File: src/rtl/int_ctrl_if.sv
// Bus between int_ctrl and its environment: peripheral lines, memory-mapped
// register port, and the core-side request/acknowledge/RTI handshake.
interface int_ctrl_if #(
  parameter int unsigned NUM_INT = 4
);
  logic [NUM_INT-1:0] irq;
  logic [15:0]        addr;
  logic               we;
  logic               re;
  logic [15:0]        wdata;
  logic [15:0]        rdata;
  logic               int_req;
  logic [15:0]        int_vec;
  logic               int_ack;
  logic               rti;

  modport master (
    output irq, addr, we, re, wdata, int_ack, rti,
    input  rdata, int_req, int_vec
  );

  modport slave (
    input  irq, addr, we, re, wdata, int_ack, rti,
    output rdata, int_req, int_vec
  );
endinterface

File: src/rtl/int_ctrl.sv
// int_ctrl: NUM_INT-channel edge-latched interrupt controller with fixed priority and
// programmable vector placement. Define NESTED_INT_EN to allow preemption while in service.
module int_ctrl #(
  parameter int unsigned NUM_INT    = 4,
  parameter logic [15:0] VEC_BASE   = 16'h0010,
  parameter logic [15:0] VEC_STRIDE = 16'h0010,
  parameter logic [15:0] ADDR_EN    = 16'hC002,
  parameter logic [15:0] ADDR_PEND  = 16'hC003
) (
  input  logic      clk,
  input  logic      rst,
  int_ctrl_if.slave bus
);

  localparam int unsigned IDW = (NUM_INT > 1) ? $clog2(NUM_INT) : 1;

  typedef logic [IDW-1:0] id_t;

  typedef enum logic [1:0] {
    ST_IDLE    = 2'd0,
    ST_REQ     = 2'd1,
    ST_SERVICE = 2'd2
  } state_e;

  state_e             state_q, state_d;
  logic [NUM_INT-1:0] irq_q;
  logic [NUM_INT-1:0] pend_q, pend_d;
  logic [NUM_INT-1:0] en_q, en_d;
  id_t                cur_id_q, cur_id_d;
  logic [15:0]        int_vec_q, int_vec_d;
  logic               int_req_q, int_req_d;

  logic [NUM_INT-1:0] rise_s;
  logic [NUM_INT-1:0] act_s;
  logic [NUM_INT-1:0] clr_s;
  logic               any_s;
  id_t                win_s;
  logic               wr_en_s;
  logic               wr_pend_s;
  logic               ack_s;
  logic [15:0]        rdata_s;
  logic [15:0]        wdata_unused_s;

  function automatic id_t prio_idx(input logic [NUM_INT-1:0] req);
    id_t idx;
    idx = '0;
    for (int i = int'(NUM_INT) - 1; i >= 0; i--) begin
      if (req[i]) begin
        idx = id_t'(i);
      end else begin
        idx = idx;
      end
    end
    return idx;
  endfunction

  function automatic logic [15:0] vec_of(input id_t id);
    logic [15:0] off;
    off = VEC_STRIDE * 16'(id);
    return VEC_BASE + off;
  endfunction

  assign rise_s         = bus.irq & ~irq_q;
  assign act_s          = pend_q & en_q;
  assign any_s          = |act_s;
  assign win_s          = prio_idx(act_s);
  assign wr_en_s        = bus.we && (bus.addr == ADDR_EN);
  assign wr_pend_s      = bus.we && (bus.addr == ADDR_PEND);
  assign wdata_unused_s = bus.wdata;

`ifdef NESTED_INT_EN
  localparam int unsigned SPW = $clog2(NUM_INT + 1);

  // Stack entry 0 is the top (most recently accepted, highest-priority level).
  id_t            stk_q [NUM_INT];
  id_t            stk_d [NUM_INT];
  logic [SPW-1:0] sp_q, sp_d;
  logic           push_s;
  logic           pop_s;
`endif

  // Next-state, request latching and handshake decode.
  always_comb begin
    state_d   = state_q;
    cur_id_d  = cur_id_q;
    int_vec_d = int_vec_q;
    ack_s     = 1'b0;
`ifdef NESTED_INT_EN
    push_s    = 1'b0;
    pop_s     = 1'b0;
`endif
    case (state_q)
      ST_IDLE: begin
        if (any_s) begin
          state_d   = ST_REQ;
          cur_id_d  = win_s;
          int_vec_d = vec_of(win_s);
        end else begin
          state_d = ST_IDLE;
        end
      end
      ST_REQ: begin
        if (bus.int_ack) begin
          state_d = ST_SERVICE;
          ack_s   = 1'b1;
`ifdef NESTED_INT_EN
          push_s  = 1'b1;
`endif
        end else begin
          state_d = ST_REQ;
        end
      end
      ST_SERVICE: begin
`ifdef NESTED_INT_EN
        if (bus.rti) begin
          pop_s = 1'b1;
          if (sp_q == SPW'(1)) begin
            state_d = ST_IDLE;
          end else begin
            state_d = ST_SERVICE;
          end
        end else if (any_s && (win_s < stk_q[0])) begin
          state_d   = ST_REQ;
          cur_id_d  = win_s;
          int_vec_d = vec_of(win_s);
        end else begin
          state_d = ST_SERVICE;
        end
`else
        if (bus.rti) begin
          state_d = ST_IDLE;
        end else begin
          state_d = ST_SERVICE;
        end
`endif
      end
      default: begin
        state_d = ST_IDLE;
      end
    endcase
    int_req_d = (state_d == ST_REQ);
  end

  // Enable and pending update; a fresh edge beats any clear in the same cycle.
  always_comb begin
    if (wr_en_s) begin
      en_d = bus.wdata[NUM_INT-1:0];
    end else begin
      en_d = en_q;
    end
    clr_s = '0;
    if (wr_pend_s) begin
      clr_s = bus.wdata[NUM_INT-1:0];
    end else begin
      clr_s = '0;
    end
    if (ack_s) begin
      clr_s = clr_s | (NUM_INT'(1) << cur_id_q);
    end else begin
      clr_s = clr_s;
    end
    pend_d = (pend_q & ~clr_s) | rise_s;
  end

  // Register read mux.
  always_comb begin
    rdata_s = 16'h0000;
    if (bus.re && (bus.addr == ADDR_EN)) begin
      rdata_s = 16'(en_q);
    end else if (bus.re && (bus.addr == ADDR_PEND)) begin
      rdata_s = 16'(pend_q);
    end else begin
      rdata_s = 16'h0000;
    end
  end

  // Controller state registers.
  always_ff @(posedge clk or posedge rst) begin
    if (rst) begin
      state_q   <= ST_IDLE;
      irq_q     <= '0;
      pend_q    <= '0;
      en_q      <= '0;
      cur_id_q  <= '0;
      int_vec_q <= 16'h0000;
      int_req_q <= 1'b0;
    end else begin
      state_q   <= state_d;
      irq_q     <= bus.irq;
      pend_q    <= pend_d;
      en_q      <= en_d;
      cur_id_q  <= cur_id_d;
      int_vec_q <= int_vec_d;
      int_req_q <= int_req_d;
    end
  end

`ifdef NESTED_INT_EN
  // In-service stack next state: push shifts entries down, pop shifts them up.
  always_comb begin
    stk_d = stk_q;
    if (push_s) begin
      for (int i = int'(NUM_INT) - 1; i > 0; i--) begin
        stk_d[i] = stk_q[i-1];
      end
      stk_d[0] = cur_id_q;
      sp_d     = sp_q + SPW'(1);
    end else if (pop_s) begin
      for (int i = 0; i < int'(NUM_INT) - 1; i++) begin
        stk_d[i] = stk_q[i+1];
      end
      stk_d[NUM_INT-1] = '0;
      sp_d             = sp_q - SPW'(1);
    end else begin
      sp_d = sp_q;
    end
  end

  // In-service stack registers.
  always_ff @(posedge clk or posedge rst) begin
    if (rst) begin
      sp_q <= '0;
      for (int i = 0; i < int'(NUM_INT); i++) begin
        stk_q[i] <= '0;
      end
    end else begin
      sp_q  <= sp_d;
      stk_q <= stk_d;
    end
  end
`endif

  assign bus.rdata   = rdata_s;
  assign bus.int_req = int_req_q;
  assign bus.int_vec = int_vec_q;

endmodule

File: src/flat_wrapper.sv
// flat-port wrapper written by rule: the top's interface ports become plain ports
module int_ctrl_flat 
#(
  parameter int unsigned NUM_INT    = 4,
  parameter logic [15:0] VEC_BASE   = 16'h0010,
  parameter logic [15:0] VEC_STRIDE = 16'h0010,
  parameter logic [15:0] ADDR_EN    = 16'hC002,
  parameter logic [15:0] ADDR_PEND  = 16'hC003
)
  (clk, rst, bus_irq, bus_addr, bus_we, bus_re, bus_wdata, bus_int_ack, bus_rti, bus_rdata, bus_int_req, bus_int_vec);
  int_ctrl_if #(.NUM_INT(NUM_INT)) bus_i ();
  input  logic clk;
  input  logic rst;
  input wire logic [$bits(bus_i.irq)-1:0] bus_irq;
  input wire logic [$bits(bus_i.addr)-1:0] bus_addr;
  input wire logic [$bits(bus_i.we)-1:0] bus_we;
  input wire logic [$bits(bus_i.re)-1:0] bus_re;
  input wire logic [$bits(bus_i.wdata)-1:0] bus_wdata;
  input wire logic [$bits(bus_i.int_ack)-1:0] bus_int_ack;
  input wire logic [$bits(bus_i.rti)-1:0] bus_rti;
  output wire logic [$bits(bus_i.rdata)-1:0] bus_rdata;
  output wire logic [$bits(bus_i.int_req)-1:0] bus_int_req;
  output wire logic [$bits(bus_i.int_vec)-1:0] bus_int_vec;
  assign bus_i.irq = bus_irq;
  assign bus_i.addr = bus_addr;
  assign bus_i.we = bus_we;
  assign bus_i.re = bus_re;
  assign bus_i.wdata = bus_wdata;
  assign bus_i.int_ack = bus_int_ack;
  assign bus_i.rti = bus_rti;
  assign bus_rdata = bus_i.rdata;
  assign bus_int_req = bus_i.int_req;
  assign bus_int_vec = bus_i.int_vec;
  int_ctrl #(.NUM_INT(NUM_INT), .VEC_BASE(VEC_BASE), .VEC_STRIDE(VEC_STRIDE), .ADDR_EN(ADDR_EN), .ADDR_PEND(ADDR_PEND)) u_core (.clk(clk), .rst(rst), .bus(bus_i));
endmodule
File: config.mk
export PLATFORM = sky130hd
export DESIGN_NAME = int_ctrl_flat
export DESIGN_NICKNAME = d
export VERILOG_FILES = /design/src/rtl/int_ctrl_if.sv /design/src/rtl/int_ctrl.sv /design/src/flat_wrapper.sv
export SDC_FILE = /design/constraint.sdc
export NUM_CORES = 1
export LEC_CHECK = 0
export ABC_AREA = 1
export CORE_MARGIN = 10
export CORE_UTILIZATION = 30
export DETAILED_ROUTE_END_ITERATION = 10
export PLACE_DENSITY_LB_ADDON = 0.15
export SKIP_LAST_GASP = 1
export SLEW_MARGIN = 10
export SYNTH_ARGS = -nofsm -noshare
export SYNTH_HDL_FRONTEND = slang
export SYNTH_SLANG_ARGS = --single-unit
export TNS_END_PERCENT = 10
File: constraint.sdc
create_clock -name clk -period 1.3 [get_ports clk]
set_input_delay 0.195 -clock clk [delete_from_list [all_inputs] [get_ports clk]]
set_output_delay 0.195 -clock clk [all_outputs]
set_load 0.05 [all_outputs]
==> flow_metrics.env <==
export IMPL_outcome="finished with violations"
export IMPL_violations="setup timing"
export IMPL_post_drt_wl_per_cell_um=12.0
export IMPL_yosysTopAreaCellShare=0.407
export IMPL_cts_clk_slew_worst_paths_ns=0.07
export IMPL_grt_use_total=0.0847
export IMPL_max_stage_delay_ns=0.14
export IMPL_die_area_um2=7060
export IMPL_io_buffers=37
export IMPL_fin_util=0.471
export IMPL_ys_async_sr_fraction=1.00
export IMPL_reg2reg_from="u_core.pend_q[2]$_DFF_PP0_"
export IMPL_n_antenna_cell=0
export IMPL_worstSetupStartpoint="bus_addr[8]"
export IMPL_synth_top_cells_by_count="nand2_1, buf_4, dfrtp_1"
export IMPL_ys_seq_elements=20
export IMPL_critical_path_class="in -> out"
export IMPL_powerDensity_nw_per_um2=762
export IMPL_yosys_top_cells_area="dfrtp_1, buf_4, nand2_1, inv_1, nor2_4"
export IMPL_ys_types=22
export IMPL_end_kind="output port"
export IMPL_dr_total_vias=1071
export IMPL_rsz0062_at_grt="yes"
export IMPL_start_util=0.309
export IMPL_cts_sinks=20
export IMPL_gr_total_overflow=0
export IMPL_crit_required_ns=1.11
export IMPL_min_period_ns=1.32
export IMPL_root_buffer="clkbuf_8"
export IMPL_htree_levels=1
export IMPL_leakagePower_nw=0.931
export IMPL_netlist_instances=156
export IMPL_ant_nets=0
export IMPL_drive_gt1_frac=0.354
export IMPL_grt_use_met3=0.0283
export IMPL_clockBufferDepth=2
export IMPL_insertion_delay_ns=0.26
export IMPL_yosysTopAreaCell="dfrtp_1"
export IMPL_hold_slack_ns=0.253
export IMPL_place_ws_ns=-0.394
export IMPL_cts_buffers=3
export IMPL_crit_slowest_cell="nor2_4"
export IMPL_cp_arrival_ns=1.12
export IMPL_syn_area_per_cell_um2=7.88
export IMPL_p_total_mw=1.43
export IMPL_slew_violations=0
export IMPL_met1_usage=0.0932
export IMPL_finClkSkew_ns=0.00157
export IMPL_synth_edff_count=0
export IMPL_dr_first_iter_drc_count=35
export IMPL_die_h_um=84.0
export IMPL_crit_path_frequent_cell="nand2_2"
export IMPL_place_gp_congestion=0.761
export IMPL_io_pins=75
export IMPL_avgViaCountPerCell=4.14
export IMPL_use_met2=0.148
export IMPL_min_period_over_period=1.01
export IMPL_timing_critical_path_cells="buf_2, nor2_2, nand2_2, nor2_4, nand2_2, nor2_4, nand2_1, nand2_2, buf_12"
export IMPL_antenna_found_initial=0
export IMPL_cts_tree="done"
export IMPL_fin_nets=253
export IMPL_cts_hold_buffers=0
export IMPL_max_vdd_ir_drop_mv=0.485
export IMPL_coreArea_um2=3970
export IMPL_tns_ns=-0.0352
export IMPL_row_count=23
export IMPL_rr_worst_depth=8
export IMPL_drc_errors=0
export IMPL_grt_pass1_vias=1110
export IMPL_fillers=398
export IMPL_r2r_end="u_core.bus.int_vec[4]$_DFFE_PP0P_"
export IMPL_drt_pass1_iter_count=4
export IMPL_r2r_setup_slack_ns=0.05
export IMPL_synth_main_ff_cell="dfrtp_1"
export IMPL_dieWidth_um=84.0
export IMPL_synth_warnings=0
export IMPL_dp_hpwl_mm=2.62
export IMPL_hp_class="in -> async"
export IMPL_synth_most_common_cell="nand2_1"
export IMPL_final_critical_path_setup_slack_ns=-0.0184
export IMPL_ys_seq_area_frac=0.407
export IMPL_cp_max_fo=4
export IMPL_finalWirelength_mm=3.10
export IMPL_busiest_layer="met2"
export IMPL_hold_violations=0
export IMPL_synth_cell_area_um2=1230
export IMPL_clock_fmax_ghz=0.758
export IMPL_cp_start_kind="input port"
export IMPL_finalSetupViolations=3
export IMPL_grt_pass1_wl_mm=5.03
export IMPL_syn2layout_area_growth_pct=52.2
export IMPL_maxCapViolations=0
export IMPL_grt_max_degree=21
==> how the worst max path moves through the flow <==
stage	slack, ns	to	cells past startpoint
after global routing	-0.09	bus_rdata[1]	9
final	-0.02	bus_rdata[1]	9
after CTS	-0.03	bus_rdata[1]	9
after floorplan	-0.03	bus_rdata[1]	6
after detailed placement	-0.39	bus_rdata[1]	9
after global placement	-0.36	bus_rdata[3]	9
==> layout by cell type, fill, tap and decap left out, types with 4 or more instances in the layout <==
cell type and n:
buf_12 8, buf_2 7, buf_4 12, buf_6 8
clkbuf_8 4, clkdlybuf4s50_1 12, conb_1 25, dfrtp_1 20
inv_1 17, nand2_1 35, nand2_2 9, nand3_2 7
nand4_1 4, nor2_2 4, nor2_4 9, o21ai_1 5
==> per-layer routing <==
metal / up-vias / routed length, um
li1: 546 / -
met3: 4 / 270
met1: 479 / 1200
met5: - / 0
met2: 42 / 1590
met4: 0 / 36
==> logic make-up (layout without fill, tap and decap cells) <==
logic type / count (synthesis) / count (layout) / share of synthesized area
adder cells (fa/ha/maj): 1 / 1 / 0.0102
AO/OA/AOI/OAI: 16 / 16 / 0.0774
buffers and inverters: 44 / 73 / 0.211
flip-flops: 20 / 20 / 0.407
AND/OR/NAND/NOR: 74 / 74 / 0.291
other: 1 / 25 / 0.00305
==> power breakdown <==
group	total, mW	internal (mW)	switching, mW
combinational	0.317	0.0893	0.227
clock	0.477	0.270	0.207
sequential	0.632	0.629	0.00305
==> final cells by class <==
class                      instances  area, um2  area share
clock buffer                       4       55.1      0.0294
inverter                          19       71.3      0.0381
multi-input combinational        116        657       0.351
sequential                        20        500       0.268
tap                               50       62.6      0.0334
timing repair buffer              50        524       0.280
==> what timing repair did <==
item | 4_1_cts | 5_1_grt
pin swaps | 23 | 13
setup endpoints to repair | 5 | 9
buffers inserted | 2 | 0
resized for setup | 74 | 15
==> critical path: cells and delay by family <==
kind,cells,cell delay (ns)
simple gates,7,0.70
buf+inv,2,0.23
==> stage by stage <==
step	instances	area (um2)
final	259	1870
after global routing	259	1870
after CTS	259	1810
after detailed placement	253	1730
after global placement	253	1730
after floorplan	180	1320
==> registers in the layout, indices dropped and copies added, names as in the netlist <==
register,flops
u_core.en_q,4
u_core.state_q,2
u_core.pend_q,4
u_core.cur_id_q,2
u_core.irq_q,4
u_core.bus.int_req,1
u_core.bus.int_vec,3
Power figures use the tool's default switching activity.
==> patch (config.mk and constraints unchanged) <==
Add a define of `NESTED_INT_EN`.
--- a/src/rtl/int_ctrl.sv
+++ b/src/rtl/int_ctrl.sv
@@ -1,4 +1,6 @@
 // int_ctrl: NUM_INT-channel edge-latched interrupt controller with fixed priority and
 // programmable vector placement. Define NESTED_INT_EN to allow preemption while in service.
+`define NESTED_INT_EN
+
 module int_ctrl #(
   parameter int unsigned NUM_INT    = 4,
Behaviour: not the same (a bounded check fails within 10 cycles, from zero or initial values and one cycle with rst high).
==> patch against the original RTL <==
  * The flow still finishes with violations (setup timing)
  * Power up 120%
  * Sequential cell count up 11
  * First-iteration DRC count up 23%
  * Worst setup slack worse by 0.24 ns
  * Cell area up 39%
  * Routed wire length up 41%
  * Synthesized area up 44%
  * Core utilization down 0.60 points
  * Critical path type unchanged
==> patch: results <==
[synth]
yosysUniqueCellTypes = 30
synth_compound_area_share_pct = 10.1
synthTopCellsByCount = 47 x nand2_1, 31 x dfrtp_1, 27 x inv_1
synth_mux_area_share_pct = 0.637
synthXorXnorAreaFrac_pct = 0.991
ys_seq_area_share_pct = 43.9

[power_and_ir_drop]
pwr-share-seq_pct = 38.5
p_leak_uw = 0.00130
switchingPower_uw = 914
power_density_nw_per_um2 = 1190

[route]
vias = 1502
met1_length_um = 1760
wl_per_cell_um = 12.4
dr_wl_met2_um = 2270

[grt]
grt_start_max_net_pins = 32
grt_pass1_wl_um = 7410
grtUsageTotal_pct = 9.36
gr-usage-met2_pct = 16.2
met1_usage_pct = 10.2

[clock_tree]
numCtsBuffers = 5
cts_post_setup_buffers_inserted = 1
cts.htree.levels = 2
ctsResizeCount = 53
clk_latency_ns = 0.28

[sta]
worst_hold_slack_ns = 0.241
layout_setup_ws_ns = -0.258
setup_viol = 12

[setup_path]
reg2reg_slack_ns = -0.20
crit_arrival_ns = 1.36
r2r_end = u_core.cur_id_q[0]$_DFFE_PP0P_

[layout]
layout.nets = 326
drive_above_1_share_pct = 30.0
stdcell_count = 352
n_fill_cell = 565

[run_status]
failed_checks = setup timing
status = finished, violations left

[placed_design]
place_inst = 343
gp_congestion = 0.761
dpl-instance-area_um2 = 2410
dpl_worst_slack_ns = -0.620
-- patch: cell types whose count changed in the layout (fill, tap and decap cells not counted), sizes merged, moves of 4 or more --
| cell | unedited run | this run |
|---|---|---|
| o221ai | 0 | 4 |
| o21ai | 7 | 17 |
| inv | 19 | 29 |
| nand3 | 9 | 16 |
| dfrtp | 20 | 31 |
| buf | 35 | 46 |
| ha | 1 | 5 |
| nand2 | 45 | 49 |
-- patch: worst max-delay path, stage by stage --
cell,delay [ns]
buf_6,0.09
nor2_4,0.08
nand2_1,0.06
nor2_2,0.14
nand2_2,0.11
nor3b_4,0.31
nand3_2,0.13
nand2_2,0.10
buf_12,0.13
-- patch: final cells by class --
cell class,count,area [um^2],area share [%]
multi-input combinational,148,855,32.8
clock buffer,6,72.6,2.78
tap,72,90.1,3.45
timing repair buffer,64,646,24.8
clock inverter,2,60.1,2.30
inverter,29,109,4.17
sequential,31,776,29.8
